--- src/rtl/mbu_ctxsw.sv ---
// mbu_ctxsw -- register-bank context switch sequencer.
//
// Copies MB0..MB7 between an external register file and an internal
// eight-entry shadow store. While idle the control unit talks to the register
// file directly; once a request is accepted the sequencer takes over the
// register-file port and holds nwait low until it is finished.
//
// Ports
//   clk        in   system clock, all state changes on the rising edge
//   nreset     in   synchronous active-low reset
//   nsave      in   active-low request: register file -> shadow
//   nrestore   in   active-low request: shadow -> register file
//   cpu_sel    in   [2:0] control-unit register select
//   cpu_nwe    in   control-unit write strobe, active-low
//   cpu_noe    in   control-unit read enable, active-low
//   rf_din     in   [7:0] data read from the register file
//   rf_sel     out  [2:0] register-file address
//   rf_nwe     out  register-file write strobe, active-low
//   rf_noe     out  register-file output enable, active-low
//   rf_dout    out  [7:0] write data, 8'h00 whenever rf_nwe is high
//   nwait      out  active-low: sequencer owns the register file
//   ndone      out  active-low one-cycle completion pulse
//   dbg_state  out  [2:0] current FSM state (IDLE=0 RD=1 WR=2 GAP=3 DONE=4)
//
// Build option
//   MBU_CTXSW_SWAP_EN  when defined, simultaneous save+restore requests run an
//                      in-place swap (RD, WR, GAP per register) using a temp
//                      register. When undefined, temp is absent and a
//                      simultaneous request performs a plain save.
//
// Handshake: nsave/nrestore are level requests sampled only in IDLE. A request
// still low on the IDLE cycle following ndone is accepted again, so requesters
// must release their request when they see ndone low.

module mbu_ctxsw (
  input  logic       clk,
  input  logic       nreset,
  input  logic       nsave,
  input  logic       nrestore,
  input  logic [2:0] cpu_sel,
  input  logic       cpu_nwe,
  input  logic       cpu_noe,
  input  logic [7:0] rf_din,
  output logic [2:0] rf_sel,
  output logic       rf_nwe,
  output logic       rf_noe,
  output logic [7:0] rf_dout,
  output logic       nwait,
  output logic       ndone,
  output logic [2:0] dbg_state
);

  typedef enum logic [2:0] {
    IDLE = 3'd0,
    RD   = 3'd1,
    WR   = 3'd2,
    GAP  = 3'd3,
    DONE = 3'd4
  } state_t;

  typedef enum logic [1:0] {
    OP_SAVE    = 2'd0,
    OP_RESTORE = 2'd1,
    OP_SWAP    = 2'd2
  } op_t;

  state_t     state, state_nx;
  op_t        op, op_nx;
  logic [2:0] idx, idx_nx;
  logic [7:0] shadow [8];
  logic       sh_we;
  logic [7:0] sh_wdata;
`ifdef MBU_CTXSW_SWAP_EN
  logic [7:0] temp;
  logic       temp_we;
`endif

  // Next-state logic
  always_comb begin
    state_nx = state;
    op_nx    = op;
    idx_nx   = idx;
    sh_we    = 1'b0;
    sh_wdata = rf_din;
`ifdef MBU_CTXSW_SWAP_EN
    temp_we  = 1'b0;
`endif
    case (state)
      IDLE: begin
        if (!nsave || !nrestore) begin
          idx_nx = 3'd0;
          if (!nsave && !nrestore) begin
`ifdef MBU_CTXSW_SWAP_EN
            op_nx    = OP_SWAP;
`else
            // Without swap support the restore half is dropped.
            op_nx    = OP_SAVE;
`endif
            state_nx = RD;
          end else if (!nsave) begin
            op_nx    = OP_SAVE;
            state_nx = RD;
          end else begin
            op_nx    = OP_RESTORE;
            state_nx = WR;
          end
        end
      end
      RD: begin
`ifdef MBU_CTXSW_SWAP_EN
        if (op == OP_SWAP) begin
          // Hold the register-file value until shadow[idx] has been written out.
          temp_we  = 1'b1;
          state_nx = WR;
        end else
`endif
        begin
          sh_we    = 1'b1;
          sh_wdata = rf_din;
          if (idx == 3'd7) state_nx = DONE;
          else             idx_nx   = idx + 3'd1;
        end
      end
      WR: begin
`ifdef MBU_CTXSW_SWAP_EN
        if (op == OP_SWAP) begin
          // shadow[idx] is being driven out this cycle; replace it at the edge.
          sh_we    = 1'b1;
          sh_wdata = temp;
        end
`endif
        state_nx = GAP;
      end
      GAP: begin
        // Recovery cycle keeps rf_nwe from being low on adjacent cycles.
        if (idx == 3'd7) begin
          state_nx = DONE;
        end else begin
          idx_nx = idx + 3'd1;
`ifdef MBU_CTXSW_SWAP_EN
          state_nx = (op == OP_SWAP) ? RD : WR;
`else
          state_nx = WR;
`endif
        end
      end
      DONE: begin
        // idx stays at 7 through DONE and only wraps here.
        idx_nx   = 3'd0;
        state_nx = IDLE;
      end
      default: begin
        idx_nx   = 3'd0;
        state_nx = IDLE;
      end
    endcase
  end

  // State, index and shadow store
  always_ff @(posedge clk) begin
    if (!nreset) begin
      state <= IDLE;
      op    <= OP_SAVE;
      idx   <= 3'd0;
      for (int i = 0; i < 8; i++) shadow[i] <= 8'h00;
`ifdef MBU_CTXSW_SWAP_EN
      temp  <= 8'h00;
`endif
    end else begin
      state <= state_nx;
      op    <= op_nx;
      idx   <= idx_nx;
      if (sh_we) shadow[idx] <= sh_wdata;
`ifdef MBU_CTXSW_SWAP_EN
      if (temp_we) temp <= rf_din;
`endif
    end
  end

  // Register-file port and status outputs
  always_comb begin
    rf_sel  = cpu_sel;
    rf_nwe  = 1'b1;
    rf_noe  = 1'b1;
    rf_dout = 8'h00;
    nwait   = 1'b1;
    ndone   = 1'b1;
    if (nreset) begin
      case (state)
        IDLE: begin
          rf_sel = cpu_sel;
          rf_nwe = cpu_nwe;
          // A write strobe wins over a simultaneous read so the two are never
          // low together on the register-file port.
          rf_noe = cpu_noe | ~cpu_nwe;
        end
        RD: begin
          nwait  = 1'b0;
          rf_sel = idx;
          rf_noe = 1'b0;
        end
        WR: begin
          nwait   = 1'b0;
          rf_sel  = idx;
          rf_nwe  = 1'b0;
          rf_dout = shadow[idx];
        end
        GAP: begin
          nwait  = 1'b0;
          rf_sel = idx;
        end
        DONE: begin
          nwait  = 1'b0;
          ndone  = 1'b0;
          rf_sel = idx;
        end
        default: begin
          nwait = 1'b0;
        end
      endcase
    end
  end

  assign dbg_state = state;

endmodule
--- config.mk ---
export PLATFORM = sky130hd
export DESIGN_NAME = mbu_ctxsw
export DESIGN_NICKNAME = d
export VERILOG_FILES = /design/src/rtl/mbu_ctxsw.sv
export SDC_FILE = /design/constraint.sdc
export NUM_CORES = 1
export LEC_CHECK = 0
export BUFFER_PORTS_ARGS = -buffer_cell sky130_fd_sc_hd__buf_2
export CORE_ASPECT_RATIO = 1.1
export CORE_MARGIN = 10
export CORE_UTILIZATION = 35
export CTS_CLUSTER_SIZE = 20
export DETAILED_ROUTE_END_ITERATION = 16
export MAX_ROUTING_LAYER = met4
export SETUP_SLACK_MARGIN = 0.3
export SLEW_MARGIN = 25
export SYNTH_ARGS = -nofsm -noshare
export SYNTH_HDL_FRONTEND = slang
export SYNTH_SLANG_ARGS = --single-unit
--- constraint.sdc ---
create_clock -name clk -period 3.05 [get_ports clk]
set_input_delay 0.4575 -clock clk [delete_from_list [all_inputs] [get_ports clk]]
set_output_delay 0.4575 -clock clk [all_outputs]
set_load 0.01 [all_outputs]
# --- Word level (Yosys, flattened, before mapping) ---
# Memory sizes are Yosys's and may differ from the RTL's. A register that Yosys moved wholly into a read port is not among the register bits.
# Index checks and enable logic that the tools add are counted.
totals:
  wordCells: 56
  ram_bits: 64
  n_memories: 1
  register_bits: 6
  output_inout_bits: 18
  input_bits: 17
op_classes:
  n_bitwise: 3
  n_eq_ne: 8
  n_reduce_logical: 10
  muxes: 31
  n_addsub: 1
mem_list:
  columns: ["name", "words", "width", "read_ports", "rd_clocked_by_memory_dff", "write_ports", "line_no", "text"]
  rows:
  - ["shadow", 8, 8, 1, 1, 8, "70", "logic [7:0] shadow [8];"]
ops:
  columns: ["cell", "n"]
  rows:
  - ["$mux W3", 10]
  - ["$mux W8", 3]
  - ["$mux W1", 12]
  - ["$pmux W3 S4", 1]
  - ["$pmux W3 S3", 1]
  - ["$reduce_or A8 Y1", 1]
  - ["$eq A3 B2 Y1 const B", 2]
  - ["$eq A3 B3 Y1 const B", 2]
  - ["$ne A2 B2 Y1 const B", 3]
  - ["$mux W2", 2]
  - ["$pmux W1 S2", 2]
  - ["$reduce_or A4 Y1", 1]
  - ["$add A3 B1 Y3 const B", 1]
  - ["$eq A3 B1 Y1 const B", 1]
  - ["$logic_not A3 Y1", 1]
  - ["$reduce_and A3 Y1", 1]
  - ["$logic_not A1 Y1", 2]
  - ["$not A1 Y1", 2]
  - ["$reduce_and A2 Y1", 1]
  - ["$reduce_or A2 Y1", 1]
  - ["$logic_and A1 B1 Y1", 1]
  - ["$logic_or A1 B1 Y1", 1]
  - ["$or A1 B1 Y1", 1]

# --- Logic depth before layout (Yosys ltp) ---
depth:
  ltp_word: 7
  depth_mapped: 5
  depth_no_buf: 5

# --- Least setup slack after synthesis ---
# OpenSTA, ideal clock, no wires.
synth_timing:
  path_type: "register -> output"
  startpoint: "register (tool-made name)"
  endpoint: "output rf_dout[0]"
  required_ns: 2.592
  path_stages_with_launch: 6
  path_slack_ns: 1.136
  arrival_time_ns: 1.456
  n_path_buf: 2
  cell_sequence: "dfxtp_1 -> buf_2 -> buf_4 -> mux4_2 -> nand3_1 -> o21ai_0"
synth_rtl:
  columns: ["item", "line_no", "text"]
  rows:
  - ["to (decl)", "47", "output logic [7:0] rf_dout,"]

# --- Worst setup path in the final report ---
layout_timing:
  startpoint: "register state[0], in the netlist dbg_state[0]"
  endpoint: "output rf_dout[4]"
layout_via:
  elab_chain_len: 3
layout_rtl:
  columns: ["item", "line_no", "text"]
  rows:
  - ["from (decl)", "67", "state_t state, state_nx;"]
  - ["from (signal assigned)", "170", "state <= state_nx;"]
  - ["$eq A3 B2 Y1", "189", "case (state)"]
  - ["$mux W8", "189", null]
  - ["$mux W8", "188", "if (nreset) begin"]
# No other way between the ends.

==> metrics.txt <==
antenna viol nets, final 0; gp weighted congestion roughly 0.75; layout cells sized above 1 between 30% and 40%; global-route wire length before repair between 10,000 and 15,000 µm; multiplexer share of the synthesized area between 10% and 20%; Slew headroom approximately 60%; simple-gate share of the synthesized area between 20% and 30%; fin area about 4100 µm²; Max Cap Viol 0; Post-DP HPWL 5470 µm; top_reg_cell synth edfxtp_1; critical path class flip-flop to output port; Final Slew Violations 0; H-tree levels 3; placed cell area just under 4000 µm²; WHS Path Cells 3; CTS buffer count 9; delay of the slowest critical-path stage 0.46 ns; run status finished clean; Max IR drop VDD 0.0001881 V; Yosys reg bits 73; area grow syn2layout 16.94%; Root Driver clkbuf_8; Layout Nets approximately 310; grt ovf 0; Synth Cell Area between 3000 and 4000 µm²; CP max stage cell dfxtp_1; Worst Skew roughly 0.013 ns; Core Region 9889 µm²; Post-synth ARST share 0%; Netlist cell types 34; number of port buffers 34; syn_area_per_cell ~14 µm²; CTS tree done; RSZ-0062 raised after global routing no; Post-CTS Resized 0; vias in the first global route about 2,400; startpoint types flip-flop; Worst-Skew Late Latency about 0.36 ns; crit path from dbg_state[0]; antenna cells 0; crit path time final around 2.4 ns; DRC violations left 0; 1st-iter DRT viols ~110; Tcrit/Tclk final approximately four fifths; WL per Instance between 15 and 20 µm; initial antenna violation count 0; area share of fa/ha/maj cells after synthesis less than 1%; vias post-DR about 2,100; WP data required 2.59 ns; final setup vio count 0; die width around 120 µm; hold path start nsave; Reg clk slew, reported paths ~0.07 ns; maximum clock insertion buffer count 2; largest family of logic cells by synthesized area simple AND/OR/NAND/NOR gates; Routed WL 7833 µm; total power per unit cell area 546.3 nW/µm²; clock sink count 73; initial core utilization 35.84%; pin count of the biggest net entering global routing 18; via-per-instance ratio 5.086; Post-Synth XOR/XNOR Area 0%; Ys Warns 0; CP max FO 17; Setup crit end kind output port; Post-CTS Setup Inserts 0; Worst-Margin Slew ~0.57 ns; DIE AREA between 10,000 and 15,000 µm²; Setup TNS 0 ns; hold_buf cts 0; IO Pins 35; Compound-Gate Fraction of Synth Area between 3 and 4%; num rows 38; Mapped Cells 250; fillers between 900 and 1,000; worst min path class primary input to flip-flop; syn nets ~270; TritonRoute pass-1 iters 4; Die Y between 100 and 150 µm; reg2reg start dbg_state[0]; data arrival time at the worst-slack endpoint 1.98 ns; Leakage ~1.5 nW; Final Hold Fails 0; crit-path cells nor4bb_1 -> buf_4 -> nand2b_1 -> o21ai_0 -> buf_2; sequential fraction of the synthesis area about 59%; gr usage total about an eighth; Fmax between 400 and 500 MHz; reg2reg path depth 5; Post-synth EDFFs between 60 and 70
## cells in the mapped netlist (4+ instances only)
master    number  area [µm²]
nand2b_1      10       62.56
mux4_2        16       360.4
o21a_1         6       45.04
dfxtp_1        9       180.2
buf_2          5       25.02
clkbuf_1       6       22.52
inv_1         10       37.54
edfxtp_1      64        1922
nand2_1        4       15.01
and2_1        64       400.4
nand3_1       10       50.05
nor4b_4        4       95.09
o21ai_0        9       45.04
## path summary, 6_finish.rpt
kind / to / slack (ns)
worst max-delay path: rf_dout[4] / 0.61
worst min-delay path: dbg_state[1] / 0.39
worst max register to register: shadow[3][7] / 0.85
worst min register to register: dbg_state[1] / 0.68
## per-stage QoR
stage                     hold WS, ns  power [mW]  utilization, %  cells  worst slack (ns)
after floorplan                0.6181       1.294               -    250             1.136
after global placement         0.6732       1.370           39.46    404            0.8178
after detailed placement       0.6726       1.373           39.46    404            0.7359
after CTS                      0.3802       2.286           41.92    420            0.5648
after global routing           0.3752       2.354           41.92    420            0.3451
final                          0.3936       2.264           41.92    420            0.6091
## worst max-delay path, delay by kind of cell, from the launching register on
family,cells,cell delay [ns]
simple gates,2,0.54
flops,1,0.46
compound gates,1,0.25
buf+inv,2,0.39
## cell usage in the layout, fill, tap and decap left out, types with 9 or more instances in the layout
cell / netlist / layout
buf_4: 1 / 13
buf_2: 5 / 34
nand3_1: 10 / 10
mux4_2: 16 / 16
nand2b_1: 10 / 10
o21ai_0: 9 / 9
clkbuf_8: 0 / 9
inv_1: 10 / 10
edfxtp_1: 64 / 64
and2_1: 64 / 64
dfxtp_1: 9 / 9
## where the power goes
part | switching (mW) | internal, mW | leakage [nW]
Sequential | 0.0247 | 1.12 | 0.735
Clock | 0.371 | 0.548 | 0.117
Combinational | 0.110 | 0.0857 | 0.694
## cell families after synthesis
kind of cell,after synthesis
buffers and inverters,24
flip-flops,73
AO/OA/AOI/OAI,21
AND/OR/NAND/NOR,111
adder cells (fa/ha/maj),2
multiplexers,19
## registers in the layout, summed over array words and instances (netlist names), named ones only
signal and cells:
idx 3, shadow 64, dbg_state 3
## metal layers
metal	part of all wire [%]	track usage (%)	vias up
met3	3.5	3.348	12
met4	1.5	4.053	0
met1	48	15.26	1060
li1	-	-	1012
met2	47	18.16	52
met5	0	-	-
## final cells by class
cell class                      count  area [µm²]  share of cell area [%]
Clock inverter                      6       115.1                   2.777
Tap cell                          120       150.1                   3.622
Sequential cell                    73        2102                   50.71
Multi-Input combinational cell    153        1341                   32.36
Inverter                           11       41.29                  0.9961
Timing Repair Buffer               47       267.8                   6.459
Clock buffer                       10       127.6                   3.079
Note: power is estimated with default switching activity, not from simulation.
